===== src/rtl/sound_player.sv =====
// Buzzer sequencer: on a play strobe, plays a fixed note sequence for the selected sound code as a square wave.
// Optional SOUND_PWM_VOLUME_EN adds a 3-bit volume input that gates the output with a free-running PWM.
module sound_player #(
   parameter int CLK_FREQ_HZ = 25_000_000,
   parameter int NOTE_TICKS  = 2_500_000,
   parameter int GAP_TICKS   = 250_000
) (
   input  logic       clk,
   input  logic       reset,
   input  logic       play,
   input  logic [1:0] sel,
   input  logic       mute,
`ifdef SOUND_PWM_VOLUME_EN
   input  logic [2:0] volume,
`endif
   output logic       audio_out,
   output logic       busy,
   output logic       done,
   output logic [1:0] state_dbg
);

   // play is a fire-and-forget strobe: it is accepted in any cycle it is high
   // (there is no ready), and busy/done report progress of the latest request.

   localparam int HP_C6 = CLK_FREQ_HZ / (2 * 1047);
   localparam int HP_C5 = CLK_FREQ_HZ / (2 * 523);
   localparam int HP_E5 = CLK_FREQ_HZ / (2 * 659);
   localparam int HP_G5 = CLK_FREQ_HZ / (2 * 784);
   localparam int HP_G3 = CLK_FREQ_HZ / (2 * 196);
   localparam int HP_C3 = CLK_FREQ_HZ / (2 * 131);

   // 131 Hz is the lowest note, so it has the longest half-period.
   localparam int HW      = (HP_C3 > 1) ? $clog2(HP_C3 + 1) : 1;
   localparam int DUR_MAX = (NOTE_TICKS > GAP_TICKS) ? NOTE_TICKS : GAP_TICKS;
   localparam int DW      = (DUR_MAX > 1) ? $clog2(DUR_MAX + 1) : 1;

   typedef enum logic [1:0] {
      IDLE = 2'd0,
      TONE = 2'd1,
      GAP  = 2'd2
   } state_t;

   state_t          state, state_n;
   logic [1:0]      sel_q, sel_n;
   logic [1:0]      idx, idx_n;
   logic [HW-1:0]   half_cnt, half_n;
   logic [DW-1:0]   dur_cnt, dur_n;
   logic            square, square_n;
   logic            done_q, done_n;
   logic            note_end;
   int              hp;

   function automatic int note_hp(input logic [1:0] s, input logic [1:0] i);
      case (s)
         2'd0: note_hp = HP_C6;
         2'd1: begin
            case (i)
               2'd0:    note_hp = HP_C5;
               2'd1:    note_hp = HP_E5;
               default: note_hp = HP_G5;
            endcase
         end
         2'd2: note_hp = (i == 2'd0) ? HP_G3 : HP_C3;
         default: begin
            case (i)
               2'd0:    note_hp = HP_C5;
               2'd1:    note_hp = HP_E5;
               2'd2:    note_hp = HP_G5;
               default: note_hp = HP_C6;
            endcase
         end
      endcase
   endfunction

   function automatic logic [1:0] last_idx(input logic [1:0] s);
      case (s)
         2'd0:    last_idx = 2'd0;
         2'd1:    last_idx = 2'd2;
         2'd2:    last_idx = 2'd1;
         default: last_idx = 2'd3;
      endcase
   endfunction

   always_ff @(posedge clk) begin
      if (reset) begin
         state    <= IDLE;
         sel_q    <= 2'd0;
         idx      <= 2'd0;
         half_cnt <= '0;
         dur_cnt  <= '0;
         square   <= 1'b0;
         done_q   <= 1'b0;
      end else begin
         state    <= state_n;
         sel_q    <= sel_n;
         idx      <= idx_n;
         half_cnt <= half_n;
         dur_cnt  <= dur_n;
         square   <= square_n;
         done_q   <= done_n;
      end
   end

   always_comb begin
      state_n  = state;
      sel_n    = sel_q;
      idx_n    = idx;
      half_n   = half_cnt;
      dur_n    = dur_cnt;
      square_n = square;
      done_n   = 1'b0;
      note_end = 1'b0;
      hp       = note_hp(sel_q, idx);

      case (state)
         IDLE: begin
            square_n = 1'b0;
         end
         TONE: begin
            dur_n = dur_cnt + 1'b1;
            if (int'(half_cnt) == hp - 1) begin
               half_n   = '0;
               square_n = ~square;
            end else begin
               half_n = half_cnt + 1'b1;
            end
            // Leaving the note: every following note or gap starts low.
            if (int'(dur_cnt) == NOTE_TICKS - 1) begin
               dur_n    = '0;
               half_n   = '0;
               square_n = 1'b0;
               if (GAP_TICKS == 0) note_end = 1'b1;
               else                state_n  = GAP;
            end
         end
         GAP: begin
            square_n = 1'b0;
            dur_n    = dur_cnt + 1'b1;
            if (int'(dur_cnt) == GAP_TICKS - 1) begin
               dur_n    = '0;
               note_end = 1'b1;
            end
         end
         default: begin
            state_n  = IDLE;
            square_n = 1'b0;
         end
      endcase

      if (note_end) begin
         if (idx == last_idx(sel_q)) begin
            state_n = IDLE;
            done_n  = 1'b1;
         end else begin
            idx_n   = idx + 1'b1;
            state_n = TONE;
         end
      end

      // A new request overrides everything, including a final-note expiry.
      if (play) begin
         state_n  = TONE;
         sel_n    = sel;
         idx_n    = 2'd0;
         half_n   = '0;
         dur_n    = '0;
         square_n = 1'b0;
         done_n   = 1'b0;
      end
   end

`ifdef SOUND_PWM_VOLUME_EN
   logic [2:0] pwm_cnt;

   always_ff @(posedge clk) begin
      if (reset) pwm_cnt <= 3'd0;
      else       pwm_cnt <= pwm_cnt + 3'd1;
   end

   assign audio_out = square & (pwm_cnt <= volume) & ~mute;
`else
   assign audio_out = square & ~mute;
`endif

   assign busy      = (state != IDLE);
   assign done      = done_q;
   assign state_dbg = state;

endmodule


===== config.mk =====
export PLATFORM = sky130hd
export DESIGN_NAME = sound_player
export DESIGN_NICKNAME = d
export VERILOG_FILES = /design/src/rtl/sound_player.sv
export SDC_FILE = /design/constraint.sdc
export NUM_CORES = 1
export LEC_CHECK = 0
export ABC_AREA = 1
export ABC_CLOCK_PERIOD_IN_PS = 3150
export BUFFER_PORTS_ARGS = -buffer_cell sky130_fd_sc_hd__buf_2
export CAP_MARGIN = 0
export CORE_MARGIN = 2
export CORE_UTILIZATION = 50
export CTS_BUF_LIST = sky130_fd_sc_hd__clkbuf_4 sky130_fd_sc_hd__clkbuf_8
export CTS_CLUSTER_DIAMETER = 200
export CTS_CLUSTER_SIZE = 24
export DETAILED_ROUTE_END_ITERATION = 16
export GPL_TIMING_DRIVEN = 0
export PLACE_DENSITY = 0.67
export SKIP_LAST_GASP = 1
export SYNTH_ARGS = -nofsm -noshare
export SYNTH_HDL_FRONTEND = slang
export SYNTH_SLANG_ARGS = --single-unit
export TNS_END_PERCENT = 1

===== constraint.sdc =====
create_clock -name clk -period 3.15 [get_ports clk]
set_clock_uncertainty 0.05 [all_clocks]
set_input_delay 0.4725 -clock clk [delete_from_list [all_inputs] [get_ports clk]]
set_output_delay 0.4725 -clock clk [all_outputs]
set_load 0.05 [all_outputs]

==> results of run 1 <==
cell type report:
type                            instances  area (um^2)  area share
Clock buffer                            5        68.82     0.01865
Multi-Input combinational cell        404         2165      0.5866
Clock inverter                          3        25.02    0.006782
Inverter                               69        266.5     0.07223
Timing Repair Buffer                   12        65.06     0.01763
Sequential cell                        47        942.2      0.2553
Tap cell                               80        100.1     0.02713
Buffer                                 10        57.56     0.01560
cell usage in the layout (no fill, tap or decap), types with 3 or more instances in the layout:
cell type and count:
xor2_1 18, nor2_2 5, nand4_1 15, a21oi_1 37, buf_2 14, nor2_1 62
nand4_2 3, o21ai_2 4, a211oi_1 3, inv_2 6, dfxtp_1 46, nor4_1 8
inv_1 60, nor3_1 17, ha_1 10, clkbuf_1 4, clkbuf_8 5, nand2_4 5
o21ai_0 7, nand2_2 4, nor3_2 5, nand2_1 137, nand3_1 41
repair_timing:
item	4_1_cts	5_1_grt
endpoints found under the setup margin	0	18
hold buffers	0	0
gates resized for setup	0	3
setup buffers	0	2
worst paths after layout:
| kind | start | end |
|---|---|---|
| max | idx[1] | half_cnt[15] |
| min | reset | state_dbg[0] |
| max reg2reg | idx[1] | half_cnt[15] |
| min reg2reg | dur_cnt[1] | dur_cnt[1] |
power by group:
part	internal [W]	switching (W)	leakage, nW
Clock	0.000159	0.000220	0.0443
Combinational	0.0000667	0.000149	0.993
Sequential	0.000599	0.00000461	0.380
Total	0.000824	0.000374	1.42
routing by layer:
layer / vias to the layer above / part of all wire / wire (um)
met5: - / 0 / 0
met4: 0 / 0.012 / 100
met3: 10 / 0.036 / 299
met2: 47 / 0.46 / 3821
met1: 1515 / 0.49 / 4089
li1: 1758 / - / -
cell families (layout without fill, tap and decap cells):
kind of cell             after synthesis  after routing  synth area share
multiplexers                           1              1          0.002925
AO/OA/AOI/OAI                         59             59            0.1020
AND/OR/NAND/NOR                      312            312            0.4293
adder cells (fa/ha/maj)               11             11           0.04022
flip-flops                            47             47            0.2750
buffers and inverters                 79             99           0.09470
XOR/XNOR                              21             21           0.05594
through the flow:
stage | cell area [um^2] | util | hold WS [ns] | total power [W] | cells
2_1_floorplan | 3422 | - | 0.4116 | 0.0007835 | 530
3_3_place_gp | 3572 | 0.5317 | 0.4302 | 0.0008280 | 620
3_5_place_dp | 3572 | 0.5317 | 0.4376 | 0.0008301 | 620
4_1_cts | 3666 | 0.5456 | 0.3079 | 0.001214 | 628
5_1_grt | 3690 | 0.5492 | 0.3081 | 0.001264 | 630
6_report | 3690 | 0.5492 | 0.3146 | 0.001198 | 630
flip-flops by register name (all words and copies together) (netlist names):
name / flops
done: 1
half_cnt: 17
dur_cnt: 22
state_dbg: 2
square: 1
sel_q: 2
idx: 2
worst register-to-register path, stage by stage, from the launching register on:
cell	delay [ns]
dfxtp_1	0.40
inv_1	0.11
ha_1	0.21
inv_1	0.11
nand2_2	0.11
nand2_2	0.11
nand2_4	0.10
ha_1	0.31
inv_1	0.04
nand2_1	0.05
nand2_1	0.06
a21oi_1	0.14
nand3_1	0.09
nor2_1	0.11
nand3_1	0.09
nor3_2	0.15
nand4_2	0.14
buf_4	0.18
nand2_1	0.07
a21oi_1	0.06
==> flow_summary_export.csv, run 1 <==
group,metric,value,unit
synthesis,synth_cells,530,
cells_and_area,nFillCells,723,
synthesis,synth_ff_type,"dfxtp_1",
critical_path,critPathMaxStageDelay,0.40,ns
cells_and_area,layout-drive-gt1-share,0.1291,
placed_design,numPortBuffers,10,
critical_path,worstPathMaxFanout,8,
global_route,busiest_layer,"met2",
synthesis,yosysTopAreaCellShare,0.2750,
clocking,clk_latency,0.31,ns
timing,finalCritPeriodShare,0.8958,
floorplan,rows,30,
timing,slew-limit-headroom,0.5920,
placed_design,dp_hpwl,6.441,mm
timing,grt_setup_unrepaired,"false",
route,avgViaCountPerCell,5.286,
synthesis,synthTopCellsByCount,"nand2_1, nor2_1, inv_1",
timing,clock.fmax,0.3544,GHz
global_route,grt_usage,0.2372,
global_route,overflow,0,
clocking,clock-sinks,47,
placed_design,post-place-ws,0.1446,ns
floorplan,chipWidth,86.73,um
synthesis,async_flop_share,0,
critical_path,regToRegSetupSlack,0.33,ns
route,wirelength,8.311,mm
route,vias,3330,
critical_path,crit_type,"flip-flop to flip-flop",
cells_and_area,syn2layout_area_growth,7.825,%
global_route,grt_pass1_vias,3170,
clocking,cts_tree,"built",
clocking,ctsLongestPathBuffers,2,
synthesis,ys.warnings.count,0,
global_route,met1_usage,0.3349,
timing,drv_slew,0,
timing,tightestPinTransition,0.6064,ns
timing,setup_violations,0,
worst_hold_path,hp-class,"primary input to flip-flop",
synthesis,synth_fp_nets,547,
synthesis,synth_cell_types,41,
global_route,grtUsageMet3,0.03048,
power_and_ir_drop,p_per_area,324.7,nW/um^2
route,drc,0,
floorplan,dieArea,7522,um^2
global_route,grt_first_pass_wirelength,14.52,mm
clocking,htreeDepth,2,
critical_path,cp.depth,19,
timing,final.setup.tns,0,ns
timing,fin_ws,0.3284,ns
clocking,clock-root-buffer,"clkbuf_8",
critical_path,rr_worst_depth,19,
global_route,antenna_found_initial,0,
clocking,path_clk_slew,0.10,ns
critical_path,crit_family,"simple AND/OR/NAND/NOR gates",
critical_path,crit_arrival,2.94,ns
cells_and_area,final_nets,566,
synthesis,synth_seq_cells,47,
global_route,grt_max_degree,17,
global_route,grt_use_met2,0.3811,
floorplan,core,6719,um^2
floorplan,start_util,0.5093,
critical_path,worstSetupEndpointType,"flip-flop",
cells_and_area,antenna_cells,0,
synthesis,seq_area_frac_synth,0.2750,
critical_path,cp.buffers_inverters,4,
placed_design,gp_congestion,0.9779,
synthesis,synth_edf_count,0,
synthesis,syn_area,3422,um^2
route,ant_nets,0,
synthesis,yosys-top-cells-area,"dfxtp_1, nand2_1, nor2_1",
timing,layout_min_cycle_time,2.822,ns
outcome,status,"complete, no violations",
floorplan,io_pins,11,
critical_path,cpMaxStageDelayCell,"dfxtp_1",
timing,hold_viol,0,
route,drtIter0Drc,223,
critical_path,cp-start-kind,"flip-flop",
synthesis,syn_area_per_cell,6.457,um^2
power_and_ir_drop,leakagePower,1.418,nW
route,wl_per_cell,13.19,um
floorplan,die_y,86.73,um
worst_hold_path,worstHoldPathCells,2,
synthesis,synth_top_area_cell,"dfxtp_1",
route,drt_pass1_iterations,4,
power_and_ir_drop,max-vdd-ir-drop,0.2243,mV
critical_path,critPathRequiredTime,3.27,ns
critical_path,path_cells,"inv_1 > ha_1 > inv_1 > nand2_2 > nand2_2 > nand2_4 > ha_1 > inv_1 > nand2_1 > nand2_1 > a21oi_1 > nand3_1 > nor2_1 > nand3_1 > nor3_2 > nand4_2 > buf_4 > nand2_1 > a21oi_1",
clocking,cts_buffers,5,
job,maxCapViolations,0,
synthesis,yosys.cell_count.top_type,"nand2_1",
(Power assumes the default switching activity.)
==> inputs of run 2 (changes only) <==
--- a/config.mk
+++ b/config.mk
@@ -7,7 +7,7 @@
 export LEC_CHECK = 0
 export ABC_AREA = 1
 export ABC_CLOCK_PERIOD_IN_PS = 3150
-export BUFFER_PORTS_ARGS = -buffer_cell sky130_fd_sc_hd__buf_2
+export BUFFER_PORTS_ARGS = -buffer_cell sky130_fd_sc_hd__buf_4
 export CAP_MARGIN = 0
 export CORE_MARGIN = 2
 export CORE_UTILIZATION = 50
==> run 2 against run 1 <==
Effect of this change: non-clock buffer count decreased by 2; maximum frequency down 1.5%; clock power increased by 5.5%; wire length up 2.9%; global-route usage is 0.56 points higher; total power grew 2.3%; via count increased by 1.4%; critical path type unchanged.
==> flow_summary_export.csv, run 2 (synthesis results as in run 1) <==
group,metric,value,unit
timing,hold_viol,0,
clocking,ctsLongestPathBuffers,2,
floorplan,chipWidth,86.73,um
power_and_ir_drop,power.switching,0.0003769,W
route,drtIter0Drc,169,
timing,final.setup.tns,0,ns
critical_path,worstPathMaxFanout,8,
global_route,overflow,0,
floorplan,die_y,86.73,um
floorplan,io_pins,11,
timing,slew-limit-headroom,0.6104,
critical_path,crit_type,"flip-flop to flip-flop",
cells_and_area,reg.largest.list,"dur_cnt: 22 flops, half_cnt: 17 flops",
critical_path,reg2reg_to,"half_cnt[6]",
power_and_ir_drop,p_total,0.001225,W
worst_hold_path,worstHoldStart,"reset",
cells_and_area,layout-drive-gt1-share,0.1257,
route,avgViaCountPerCell,5.367,
timing,clock.fmax,0.3490,GHz
worst_hold_path,min_to,"state_dbg[0]",
clocking,path_clk_slew,0.10,ns
power_and_ir_drop,p_per_area,330.2,nW/um^2
cells_and_area,mostFrequentLayoutCell,"nand2_1",
cells_and_area,final_nets,565,
route,ant_nets,0,
timing,grt_setup_unrepaired,"false",
critical_path,critPathRequiredTime,3.27,ns
floorplan,core,6719,um^2
placed_design,dp_hpwl,6.648,mm
global_route,grt_max_degree,16,
placed_design,dpl_cell_area,3597,um^2
route,drt_pass1_iterations,5,
cells_and_area,syn2layout_area_growth,8.446,%
clocking,clock-sinks,47,
critical_path,regToRegSetupSlack,0.28,ns
power_and_ir_drop,max-vdd-ir-drop,0.1717,mV
route,drc,0,
critical_path,crit_arrival,2.99,ns
placed_design,numPortBuffers,10,
cells_and_area,antenna_cells,0,
critical_path,rr_worst_depth,18,
cells_and_area,layout_common_cells,"nand2_1, nor2_1, inv_1, dfxtp_1, nand3_1",
floorplan,dieArea,7522,um^2
clocking,clock-root-buffer,"clkbuf_8",
floorplan,start_util,0.5093,
clocking,postCtsSetupRepairBufs,0,
critical_path,worstSetupEndpointType,"flip-flop",
timing,drv_slew,0,
power_and_ir_drop,clockPowerShare,0.326,
power_and_ir_drop,p_sw_frac,0.3076,
job,maxCapViolations,0,
cells_and_area,top_register,"dur_cnt",
power_and_ir_drop,leakagePower,1.417,nW
placed_design,gp_congestion,0.9555,
power_and_ir_drop,pwr-share-comb,0.182,
route,wirelength,8.555,mm
cells_and_area,largest_register_ff_count,22,
route,vias,3376,
worst_hold_path,worstHoldPathCells,2,
timing,setup_violations,0,
worst_hold_path,hp-class,"primary input to flip-flop",
global_route,grt_first_pass_wirelength,14.66,mm
floorplan,rows,30,
global_route,antenna_found_initial,0,
power_and_ir_drop,pwr-share-seq,0.492,
global_route,grt_pass1_vias,3087,
power_and_ir_drop,internal-power,0.0008486,W
critical_path,r2r-start,"idx[1]",
clocking,cts_tree,"built",
clocking,htreeDepth,2,
cells_and_area,final_area,3711,um^2
clocking,cts_buffers,5,
global_route,grt_usage,0.2428,
clocking,clk_latency,0.31,ns
critical_path,cp-start-kind,"flip-flop",
timing,tightestPinTransition,0.5791,ns
route,wl_per_cell,13.60,um
outcome,status,"complete, no violations",
timing,layout_min_cycle_time,2.865,ns
timing,finalCritPeriodShare,0.9095,
[run 2: changes by cell type in the layout (fill, tap and decap cells not counted)]
cell      before  now
buf_2         14    4
buf_4          2   10
clkbuf_8       5    6
clkinv_4       2    1
nand4_1       15   16
[run 2: worst max-delay path, stage by stage, from the launching register on]
cell     delay (ns)
dfxtp_1        0.40
inv_1          0.11
ha_1           0.21
inv_1          0.10
nand2_2        0.11
nand2_2        0.10
nand2_4        0.09
ha_1           0.31
inv_1          0.04
nand2_1        0.05
nand2_1        0.07
a21oi_1        0.11
nand3_1        0.09
nor2_1         0.08
nand3_1        0.10
nor3_2         0.21
nand4_1        0.30
nand2_1        0.14
a21oi_1        0.06
[run 2: final cells by class]
cell class                      count  area [um^2]
Tap cell                           80        100.1
Fill cell                         716         3008
Clock buffer                        6        82.58
Buffer                             10        57.56
Multi-Input combinational cell    405         2171
Sequential cell                    47        942.2
Clock inverter                      2        16.27
Inverter                           69        266.5
Timing Repair Buffer               10        75.07
[run 2: worst max path at each step]
| stage | startpoint | endpoint | slack (ns) | cells after the start |
|---|---|---|---|---|
| finish | idx[1] | half_cnt[6] | 0.28 | 18 |
| floorplan | idx[0] | half_cnt[9] | 0.65 | 20 |
| detailed placement | idx[0] | half_cnt[15] | 0.21 | 18 |
| global route | idx[1] | square | 0.01 | 21 |
| CTS | idx[0] | half_cnt[2] | 0.19 | 18 |
| global placement | idx[0] | half_cnt[6] | 0.23 | 18 |
[run 2: power groups by stage]
stage / clock network [W] / registers [W] / logic, W
floorplan: 0 / 0.000621 / 0.000162
global placement: 0 / 0.000617 / 0.000216
CTS: 0.000415 / 0.000603 / 0.000220
detailed placement: 0 / 0.000617 / 0.000219
finish: 0.000400 / 0.000603 / 0.000223
global route: 0.000437 / 0.000604 / 0.000253
[run 2: per-stage QoR]
step                      cells  hold slack [ns]  setup slack, ns    util
final                       629           0.2912           0.2849  0.5523
after global routing        629           0.2861          0.01390  0.5523
after CTS                   628           0.2863           0.1870  0.5501
after detailed placement    620           0.4370           0.2140  0.5354
after global placement      620           0.4279           0.2326  0.5354
after floorplan             530           0.4116           0.6535       -
[run 2: metal layers]
metal	share of wire	global-route usage	up-vias
met3	0.044	0.02857	9
met1	0.50	0.3515	1527
met2	0.45	0.3895	80
li1	-	-	1760
met5	0	0	-
met4	0.012	0.04972	0
[run 2: what timing repair did]
action / CTS / global route
hold buffers: 0 / 0
endpoints found under the setup margin: 0 / 18
gates resized for setup: 0 / 3
endpoints found under the hold margin: 0 / 0
